==> config.mk <==
export PLATFORM = sky130hd
export DESIGN_NAME = ibex_fetch_req_ctrl_flat
export DESIGN_NICKNAME = d
export VERILOG_FILES = /design/src/rtl/ibex_fetch_pkg.sv /design/src/rtl/ibex_fetch_req_ctrl_if.sv /design/src/rtl/ibex_fetch_outstanding.sv /design/src/rtl/ibex_fetch_req_ctrl.sv /design/src/flat_wrapper.sv
export SDC_FILE = /design/constraint.sdc
export NUM_CORES = 1
export LEC_CHECK = 0
export ABC_AREA = 1
export BUFFER_PORTS_ARGS = -buffer_cell sky130_fd_sc_hd__buf_2
export CORE_MARGIN = 10
export CORE_UTILIZATION = 47
export CTS_CLUSTER_DIAMETER = 100
export DETAILED_ROUTE_END_ITERATION = 16
export PLACE_DENSITY_LB_ADDON = 0.15
export SYNTH_ARGS = -nofsm -noshare
export SYNTH_HDL_FRONTEND = slang
export SYNTH_SLANG_ARGS = --single-unit
export TNS_END_PERCENT = 5
==> constraint.sdc <==
create_clock -name clk_i -period 2.46 [get_ports clk_i]
set_input_delay 0.492 -clock clk_i [delete_from_list [all_inputs] [get_ports clk_i]]
set_output_delay 0.492 -clock clk_i [all_outputs]
set_load 0.005 [all_outputs]
==> src/rtl/ibex_fetch_pkg.sv <==
// Shared types and constants for the instruction fetch request controller.
package ibex_fetch_pkg;

    typedef enum logic [0:0] {
        IDLE     = 1'b0,
        WAIT_GNT = 1'b1
    } fetch_state_e;

    localparam logic [31:0] FETCH_WORD_INCR  = 32'd4;
    localparam logic [31:0] FETCH_ALIGN_MASK = 32'hFFFF_FFFC;

    // Force an address onto a word boundary.
    function automatic logic [31:0] align_word(input logic [31:0] addr);
        return addr & FETCH_ALIGN_MASK;
    endfunction

endpackage

==> src/rtl/ibex_fetch_req_ctrl_if.sv <==
// Instruction bus (req/gnt/rvalid) plus FIFO push port of the fetch request controller.
// Optional macro IBEX_FETCH_PMP_EN adds the instr_pmp_err qualifier.
interface ibex_fetch_req_ctrl_if #(
    parameter int NUM_REQS = 2
) ();

    // instruction memory bus
    logic                instr_req;
    logic                instr_gnt;
    logic [31:0]         instr_addr;
    logic                instr_rvalid;
    logic [31:0]         instr_rdata;
    logic                instr_err;
`ifdef IBEX_FETCH_PMP_EN
    logic                instr_pmp_err;
`endif

    // FIFO push side
    logic                fifo_clear;
    logic [31:0]         fifo_addr;
    logic                fifo_valid;
    logic [31:0]         fifo_rdata;
    logic                fifo_err;
    logic [NUM_REQS-1:0] fifo_busy;

    // controller side
    modport master (
`ifdef IBEX_FETCH_PMP_EN
        input  instr_pmp_err,
`endif
        output instr_req, instr_addr,
        input  instr_gnt, instr_rvalid, instr_rdata, instr_err,
        output fifo_clear, fifo_addr, fifo_valid, fifo_rdata, fifo_err,
        input  fifo_busy
    );

    // memory + FIFO side
    modport slave (
`ifdef IBEX_FETCH_PMP_EN
        output instr_pmp_err,
`endif
        input  instr_req, instr_addr,
        output instr_gnt, instr_rvalid, instr_rdata, instr_err,
        input  fifo_clear, fifo_addr, fifo_valid, fifo_rdata, fifo_err,
        output fifo_busy
    );

endinterface

==> src/rtl/ibex_fetch_outstanding.sv <==
// Slot tracker for in-flight fetch transactions. Slots fill from bit 0 upward;
// a pop shifts everything down one place, then a grant claims the lowest free slot.
// With IBEX_FETCH_PMP_EN each slot also records whether it was a PMP-faulted request.
module ibex_fetch_outstanding #(
    parameter int NUM_REQS = 2
) (
    input  logic                clk_i,
    input  logic                rst_ni,
    input  logic                gnt,        // accepted request (bus or internal)
    input  logic                pop,        // oldest slot retired
    input  logic                branch,     // mark everything already in flight stale
`ifdef IBEX_FETCH_PMP_EN
    input  logic                pmp_err,    // accepted request is PMP-faulted
    output logic [NUM_REQS-1:0] pmp_q,
`endif
    output logic [NUM_REQS-1:0] outstanding_q,
    output logic [NUM_REQS-1:0] discard_q
);

    logic [NUM_REQS-1:0] out_s, disc_s, ins;
    logic [NUM_REQS-1:0] outstanding_d, discard_d;
`ifdef IBEX_FETCH_PMP_EN
    logic [NUM_REQS-1:0] pmp_s, pmp_d;
`endif

    // Shift on pop, mark stale on branch, then insert the newly accepted request.
    always_comb begin
        out_s  = outstanding_q;
        disc_s = discard_q;
`ifdef IBEX_FETCH_PMP_EN
        pmp_s  = pmp_q;
`endif
        if (pop) begin
            out_s  = outstanding_q >> 1;
            disc_s = discard_q >> 1;
`ifdef IBEX_FETCH_PMP_EN
            pmp_s  = pmp_q >> 1;
`endif
        end
        // The request granted alongside a branch carries the new target, so only
        // slots that already existed are made stale.
        if (branch) begin
            disc_s = disc_s | out_s;
        end
        // lowest free slot: free here, occupied (or floor) below
        ins = ~out_s & {out_s[NUM_REQS-2:0], 1'b1};
        if (!gnt) begin
            ins = '0;
        end
        outstanding_d = out_s | ins;
        discard_d     = disc_s & ~ins;
`ifdef IBEX_FETCH_PMP_EN
        pmp_d         = (pmp_s & ~ins) | (pmp_err ? ins : '0);
`endif
    end

    // Tracker state registers.
    always_ff @(posedge clk_i or negedge rst_ni) begin
        if (!rst_ni) begin
            outstanding_q <= '0;
            discard_q     <= '0;
`ifdef IBEX_FETCH_PMP_EN
            pmp_q         <= '0;
`endif
        end else begin
            outstanding_q <= outstanding_d;
            discard_q     <= discard_d;
`ifdef IBEX_FETCH_PMP_EN
            pmp_q         <= pmp_d;
`endif
        end
    end

endmodule

==> src/rtl/ibex_fetch_req_ctrl.sv <==
// Instruction fetch request controller: issues word-aligned requests, tracks up to
// NUM_REQS in-flight transactions, drops responses made stale by a branch and pushes
// the survivors into the fetch FIFO.
// Optional macro IBEX_FETCH_PMP_EN: PMP-faulted requests are retired internally and
// pushed as error entries in order.
module ibex_fetch_req_ctrl
    import ibex_fetch_pkg::*;
#(
    parameter int NUM_REQS = 2,
    parameter bit ResetAll = 1'b0
) (
    input  logic                  clk_i,
    input  logic                  rst_ni,
    input  logic                  req_i,
    input  logic                  branch_i,
    input  logic [31:0]           addr_i,
    output logic                  busy_o,
    ibex_fetch_req_ctrl_if.master bus
);

    fetch_state_e        state_q, state_d;
    logic [31:0]         fetch_addr_q, fetch_addr_d;
    logic [31:0]         stored_addr_q, stored_addr_d;
    logic [31:0]         req_addr;
    logic [NUM_REQS-1:0] outstanding_q, discard_q, outstanding_rev;
    logic                fifo_ready, valid_new_req, req_int, gnt_eff, accept, pop, pmp_err;
    logic                rsp_pop, rsp_keep, pmp_pop;

`ifdef IBEX_FETCH_PMP_EN
    logic [NUM_REQS-1:0] pmp_q;
    assign pmp_err = bus.instr_pmp_err;
    assign pmp_pop = outstanding_q[0] & pmp_q[0];
`else
    assign pmp_err = 1'b0;
    assign pmp_pop = 1'b0;
`endif

    // Reverse the slot vector so the oldest slots line up against the FIFO's busy flags.
    always_comb begin
        for (int i = 0; i < NUM_REQS; i++) begin
            outstanding_rev[i] = outstanding_q[NUM_REQS-1-i];
        end
    end

    assign fifo_ready    = ~&(bus.fifo_busy | outstanding_rev);
    assign valid_new_req = req_i & (fifo_ready | branch_i) & ~outstanding_q[NUM_REQS-1];
    // WAIT_GNT keeps the request up even after req_i drops.
    assign req_int       = valid_new_req | (state_q == WAIT_GNT);
    // A faulted request never reaches the bus and counts as granted on the spot.
    assign bus.instr_req = req_int & ~pmp_err;
    assign gnt_eff       = bus.instr_gnt | pmp_err;
    assign accept        = req_int & gnt_eff;
    assign busy_o        = |outstanding_q | req_int;

    // Request FSM next state.
    always_comb begin
        state_d = state_q;
        case (state_q)
            IDLE:     if (req_int && !gnt_eff) state_d = WAIT_GNT;
            WAIT_GNT: if (gnt_eff)             state_d = IDLE;
            default:  state_d = IDLE;
        endcase
    end

    // Request FSM state register.
    always_ff @(posedge clk_i or negedge rst_ni) begin
        if (!rst_ni) begin
            state_q <= IDLE;
        end else begin
            state_q <= state_d;
        end
    end

    // Address mux and next values of the address registers.
    always_comb begin
        if (branch_i) begin
            req_addr = align_word(addr_i);
        end else if (state_q == WAIT_GNT) begin
            req_addr = stored_addr_q;
        end else begin
            req_addr = fetch_addr_q;
        end

        stored_addr_d = stored_addr_q;
        if (req_int && !gnt_eff) begin
            stored_addr_d = req_addr;
        end

        // A grant in the branch cycle is for the target itself, so grant wins.
        fetch_addr_d = fetch_addr_q;
        if (accept) begin
            fetch_addr_d = req_addr + FETCH_WORD_INCR;
        end else if (branch_i) begin
            fetch_addr_d = align_word(addr_i);
        end
    end

    assign bus.instr_addr = req_addr;

    if (ResetAll) begin : g_addr_rst
        // Address registers with asynchronous reset.
        always_ff @(posedge clk_i or negedge rst_ni) begin
            if (!rst_ni) begin
                fetch_addr_q  <= '0;
                stored_addr_q <= '0;
            end else begin
                fetch_addr_q  <= fetch_addr_d;
                stored_addr_q <= stored_addr_d;
            end
        end
    end else begin : g_addr_nrst
        // Address registers without reset; meaningful only after the first branch.
        always_ff @(posedge clk_i) begin
            fetch_addr_q  <= fetch_addr_d;
            stored_addr_q <= stored_addr_d;
        end
    end

    assign pop = bus.instr_rvalid | pmp_pop;

    ibex_fetch_outstanding #(
        .NUM_REQS (NUM_REQS)
    ) u_outstanding (
        .clk_i         (clk_i),
        .rst_ni        (rst_ni),
        .gnt           (accept),
        .pop           (pop),
        .branch        (branch_i),
`ifdef IBEX_FETCH_PMP_EN
        .pmp_err       (pmp_err),
        .pmp_q         (pmp_q),
`endif
        .outstanding_q (outstanding_q),
        .discard_q     (discard_q)
    );

    // An injected PMP error entry takes the place of a bus response.
    assign rsp_pop        = bus.instr_rvalid | pmp_pop;
    assign rsp_keep       = ~discard_q[0] & ~branch_i;
    assign bus.fifo_valid = rsp_pop & rsp_keep;
    assign bus.fifo_rdata = pmp_pop ? 32'h0 : bus.instr_rdata;
    assign bus.fifo_err   = pmp_pop | bus.instr_err;
    assign bus.fifo_clear = branch_i;
    assign bus.fifo_addr  = addr_i;

    // A response with nothing in flight means the bus broke protocol.
    a_rvalid_tracked: assert property (@(posedge clk_i) disable iff (!rst_ni)
        bus.instr_rvalid |-> |outstanding_q)
        else $error("rvalid with no outstanding request");

`ifdef IBEX_FETCH_PMP_EN
    // The slot at position 0 is either a real bus response or a PMP entry, never both.
    a_pmp_no_rvalid: assert property (@(posedge clk_i) disable iff (!rst_ni)
        pmp_pop |-> !bus.instr_rvalid)
        else $error("rvalid while a PMP entry is at the head");
`endif

endmodule

==> src/flat_wrapper.sv <==
// flat-port wrapper written by rule: the top's interface ports become plain ports
module ibex_fetch_req_ctrl_flat import ibex_fetch_pkg::*;
#(
    parameter int NUM_REQS = 2,
    parameter bit ResetAll = 1'b0
)
  (clk_i, rst_ni, req_i, branch_i, addr_i, busy_o, bus_instr_req, bus_instr_addr, bus_instr_gnt, bus_instr_rvalid, bus_instr_rdata, bus_instr_err, bus_fifo_clear, bus_fifo_addr, bus_fifo_valid, bus_fifo_rdata, bus_fifo_err, bus_fifo_busy);
  ibex_fetch_req_ctrl_if #(.NUM_REQS(NUM_REQS)) bus_i ();
  input  logic clk_i;
  input  logic rst_ni;
  input  logic req_i;
  input  logic branch_i;
  input  logic [31:0] addr_i;
  output logic busy_o;
  output wire logic [$bits(bus_i.instr_req)-1:0] bus_instr_req;
  output wire logic [$bits(bus_i.instr_addr)-1:0] bus_instr_addr;
  input wire logic [$bits(bus_i.instr_gnt)-1:0] bus_instr_gnt;
  input wire logic [$bits(bus_i.instr_rvalid)-1:0] bus_instr_rvalid;
  input wire logic [$bits(bus_i.instr_rdata)-1:0] bus_instr_rdata;
  input wire logic [$bits(bus_i.instr_err)-1:0] bus_instr_err;
  output wire logic [$bits(bus_i.fifo_clear)-1:0] bus_fifo_clear;
  output wire logic [$bits(bus_i.fifo_addr)-1:0] bus_fifo_addr;
  output wire logic [$bits(bus_i.fifo_valid)-1:0] bus_fifo_valid;
  output wire logic [$bits(bus_i.fifo_rdata)-1:0] bus_fifo_rdata;
  output wire logic [$bits(bus_i.fifo_err)-1:0] bus_fifo_err;
  input wire logic [$bits(bus_i.fifo_busy)-1:0] bus_fifo_busy;
  assign bus_instr_req = bus_i.instr_req;
  assign bus_instr_addr = bus_i.instr_addr;
  assign bus_i.instr_gnt = bus_instr_gnt;
  assign bus_i.instr_rvalid = bus_instr_rvalid;
  assign bus_i.instr_rdata = bus_instr_rdata;
  assign bus_i.instr_err = bus_instr_err;
  assign bus_fifo_clear = bus_i.fifo_clear;
  assign bus_fifo_addr = bus_i.fifo_addr;
  assign bus_fifo_valid = bus_i.fifo_valid;
  assign bus_fifo_rdata = bus_i.fifo_rdata;
  assign bus_fifo_err = bus_i.fifo_err;
  assign bus_i.fifo_busy = bus_fifo_busy;
  ibex_fetch_req_ctrl #(.NUM_REQS(NUM_REQS), .ResetAll(ResetAll)) u_core (.clk_i(clk_i), .rst_ni(rst_ni), .req_i(req_i), .branch_i(branch_i), .addr_i(addr_i), .busy_o(busy_o), .bus(bus_i));
endmodule
==> impl_metrics.yaml <==
clocking:
  htree_num_levels: 3
  clock_tree.root_cell: "sky130_fd_sc_hd__clkbuf_16"
  cts_setup_buffers: 0
  clock_sink_count: 69
  clock_latency_ps: 340
  tritoncts: "yes"
  post_cts.resized_instances: 0
  path_clk_slew_ps: 60
  cts_made_buffers: 9
  clock_path_buffers: 2
timing:
  setup_repair_after_global_routing_missed_its_margin: "yes"
  finalClockSkew_ps: 6.11
  drv_slew: 0
  final-hold-violation-count: 0
  max_freq_ghz: 0.426
  setup-violations-final: 0
  timing_worst_slew_pin_value_ps: 439
  share_of_the_cycle_needed_by_the_critical_path_after_routing_pct: 95.3
  hold_ws_ps: 379
  maxSlewHeadroom_pct: 70.4
  final.min_clock_period_ps: 2340
critical_path:
  data_arrival_critical_path_ps: 2440
  cpMostUsedCell: "sky130_fd_sc_hd__nand2_1"
  criticalPathCategory: "flop to flop"
  worst_path_max_fanout: 8
  cp.required_ps: 2550
  regToRegEndpoint: "u_core.fetch_addr_q[30]$_DFFE_PP_"
  setup.worst_path.start_class: "flop"
  worst_r2r_path_depth: 13
  cp-end-kind: "flop"
  slowest_delay_ps: 440
  crit_path_start: "u_core.state_q$_DFF_PN0_"
  setup.reg_to_reg.worst_slack_ps: 120
  r2r_start: "u_core.state_q$_DFF_PN0_"
  crit_path_top_delay_cell: "sky130_fd_sc_hd__dfrtp_1"
  timing.critical_path.cells: "buf_4, nand2_1, nand2_1, nand2_1, nand2_2, ha_1, nand3_2, nor2_4, nand3_4, nor2_2, nand3_1, nand3_1, nand2_1"
power_and_ir_drop:
  seq_power_share_pct: 39.1
  netsw_mw: 1.23
  p_total_mw: 3.87
  p_comb_share_pct: 27.3
  switching_share_pct: 31.8
  power.internal_mw: 2.64
  clock_power_share_pct: 33.6
  power.density_cell_area_mw_per_mm2: 657
  total_leakage_power_nw: 2.81
  irDropWorstVdd_mv: 0.347
placement:
  placement.cell_area_mm2: 0.00559
  place_hpwl_mm: 11.4
  placedCellCount: 904
  numPortBuffers: 103
  globalplace.congestion: 0.878
grt:
  via_count_of_the_first_global_routing_pass: 4689
  grt_start_max_net_pins: 35
  wire_length_of_the_first_global_routing_pass_mm: 24.5
  number_of_antenna_violations_at_the_first_check_in_global_routing: 0
  global_route.usage.total_pct: 18.7
  grt.overflow.total: 0
yosys:
  average_instance_area_after_synthesis_um2: 7.35
  syn-cell-area_mm2: 0.00533
  syn-instance-count: 726
  ys_seq_elements: 69
  synth_nets: 800
  synth_sequential_area_ratio_pct: 38.4
  yosysWarnings: 0
  synthDistinctLibCells: 35
run_status:
  outcome: "completed"
layout:
  antenna_cells: 0
  post-route-cell-area_mm2: 0.00590
  final_layout_size_suffix_gt1_share_pct: 29.2
  combined_flip_flop_and_latch_cell_area_mm2: 0.00205
  layoutNonFillerInstCount: 921
  final.fill_count: 1093
  area_growth_pct: 10.6
  footprint_of_the_multi_input_gates_mm2: 0.00243
  nNetsFinal: 850
worst_hold_path:
  hold_class: "primary input to flop"
  timing.hold.worst_path_depth: 2
  min_delay_worst_endpoint: "u_core.state_q$_DFF_PN0_"
  hold_path_startpoint: "bus_instr_gnt"
detailed_routing:
  drtIter0Drc: 410
  routed_via_density: 5.18
  antenna_violating_nets_post_route: 0
  wl_per_cell_um: 16.6
  vias: 4772
  detail_route.wirelength_mm: 15.2
  dr.pass1.iters: 5
  detail_route.drc_violations: 0
die:
  fp.dieW_um: 127
  ios: 174
  initial_utilization_pct: 48.6
  die-area_mm2: 0.0160
  floorplan_row_count: 38
  floorplan.die.height_um: 127
  core_area_mm2: 0.0110
flow_run:
  cap_viol_max_count: 0
==> layout make-up <==
class                   instances  area share, %
inverters                      41           2.67
multi-input cells             524           41.3
clock inverters                 5          0.849
clock buffers                  11           4.12
well taps                     140           2.97
flip-flops and latches         69           34.7
repair buffers                131           13.4
==> sequential cells by signal, indices dropped and copies added (netlist names) <==
signal / flops
u_core.fetch_addr_q: 32
u_core.state_q: 1
u_core.stored_addr_q: 32
u_core.u_outstanding.discard_q: 2
u_core.u_outstanding.outstanding_q: 2
==> per-layer routing <==
layer | vias to the layer above | part of all wire [%] | global-route usage, %
met5 | - | 0 | 0
met1 | 2211 | 46 | 24.8
met2 | 180 | 45 | 28.9
met3 | 26 | 7.5 | 4.41
li1 | 2355 | - | -
met4 | 0 | 1.6 | 7.43
==> repair_timing <==
item / in CTS / in global routing
endpoints found under the setup margin: 0 / 4
endpoints found under the hold margin: 5 / 0
hold buffers: 1 / 0
==> logic make-up (layout without fill, tap and decap cells) <==
family,Yosys count,count (layout),share of synthesized area [%]
AND/OR/NAND/NOR,488,488,41.5
buffers and inverters,133,188,16.2
flip-flops,69,69,38.4
AO/OA/AOI/OAI,32,32,3.17
XOR/XNOR,3,3,0.493
adder cells (fa/ha/maj),1,1,0.235
==> worst max-delay path by stage <==
stage / depth (start not counted) / to / slack (ps)
3_5_place_dp: 11 / u_core.fetch_addr_q[22]$_DFFE_PP_ / 110
4_1_cts: 5 / bus_instr_addr[31] / 120
6_report: 13 / u_core.fetch_addr_q[30]$_DFFE_PP_ / 120
5_1_grt: 13 / u_core.fetch_addr_q[30]$_DFFE_PP_ / -60
3_3_place_gp: 11 / u_core.fetch_addr_q[22]$_DFFE_PP_ / 140
2_1_floorplan: 15 / u_core.fetch_addr_q[24]$_DFFE_PP_ / 180
==> cells in the mapped netlist, drive strengths merged <==
library cell,number,area [um2]
clkbuf,1,3.75
o211ai,2,15.0
ha,1,12.5
nor4,2,12.5
nand2,322,1280
nand3,69,418
buf,91,702
and2,1,6.26
nor3,3,15.0
edfxtp,64,1920
a21oi,7,35.0
inv,40,153
o21ai,20,100
o22ai,3,18.8
clkinv,1,5.00
xor2,3,26.3
dfrtp,5,125
or2,18,113
nand4,3,18.8
nor2,70,353
==> layout by cell type (no fill, tap or decap), drive strengths merged, types with 5 or more instances in the layout <==
cell and instances:
dfrtp 5, nand3 69, clkbuf 11, nand2 322, inv 40, clkinv 5
o21ai 20, a21oi 7, edfxtp 64, nor2 70, or2 18, buf 130
==> critical path, delay by kind of cell, from the launching register on <==
kind	cells	cell delay, ps
adder cells (fa/ha/maj)	1	200
AND/OR/NAND/NOR	11	1240
flip-flops	1	440
buffers and inverters	1	200
==> power by group through the flow <==
| stage | combinational, mW | clock (mW) | sequential (mW) |
|---|---|---|---|
| after floorplan | 0.749 | 0 | 1.52 |
| after global placement | 1.04 | 0 | 1.53 |
| after detailed placement | 1.05 | 0 | 1.54 |
| after CTS | 1.06 | 1.32 | 1.51 |
| after global routing | 1.19 | 1.37 | 1.53 |
| final | 1.06 | 1.30 | 1.51 |
==> metrics by stage <==
stage | worst slack (ps) | TNS (ps) | utilization [%]
floorplan | 178 | 0 | -
finish | 115 | 0 | 53.7
global placement | 144 | 0 | 50.9
detailed placement | 109 | 0 | 50.9
CTS | 124 | 0 | 53.7
global route | -58.3 | -192 | 53.7
(Power assumes the default switching activity.)
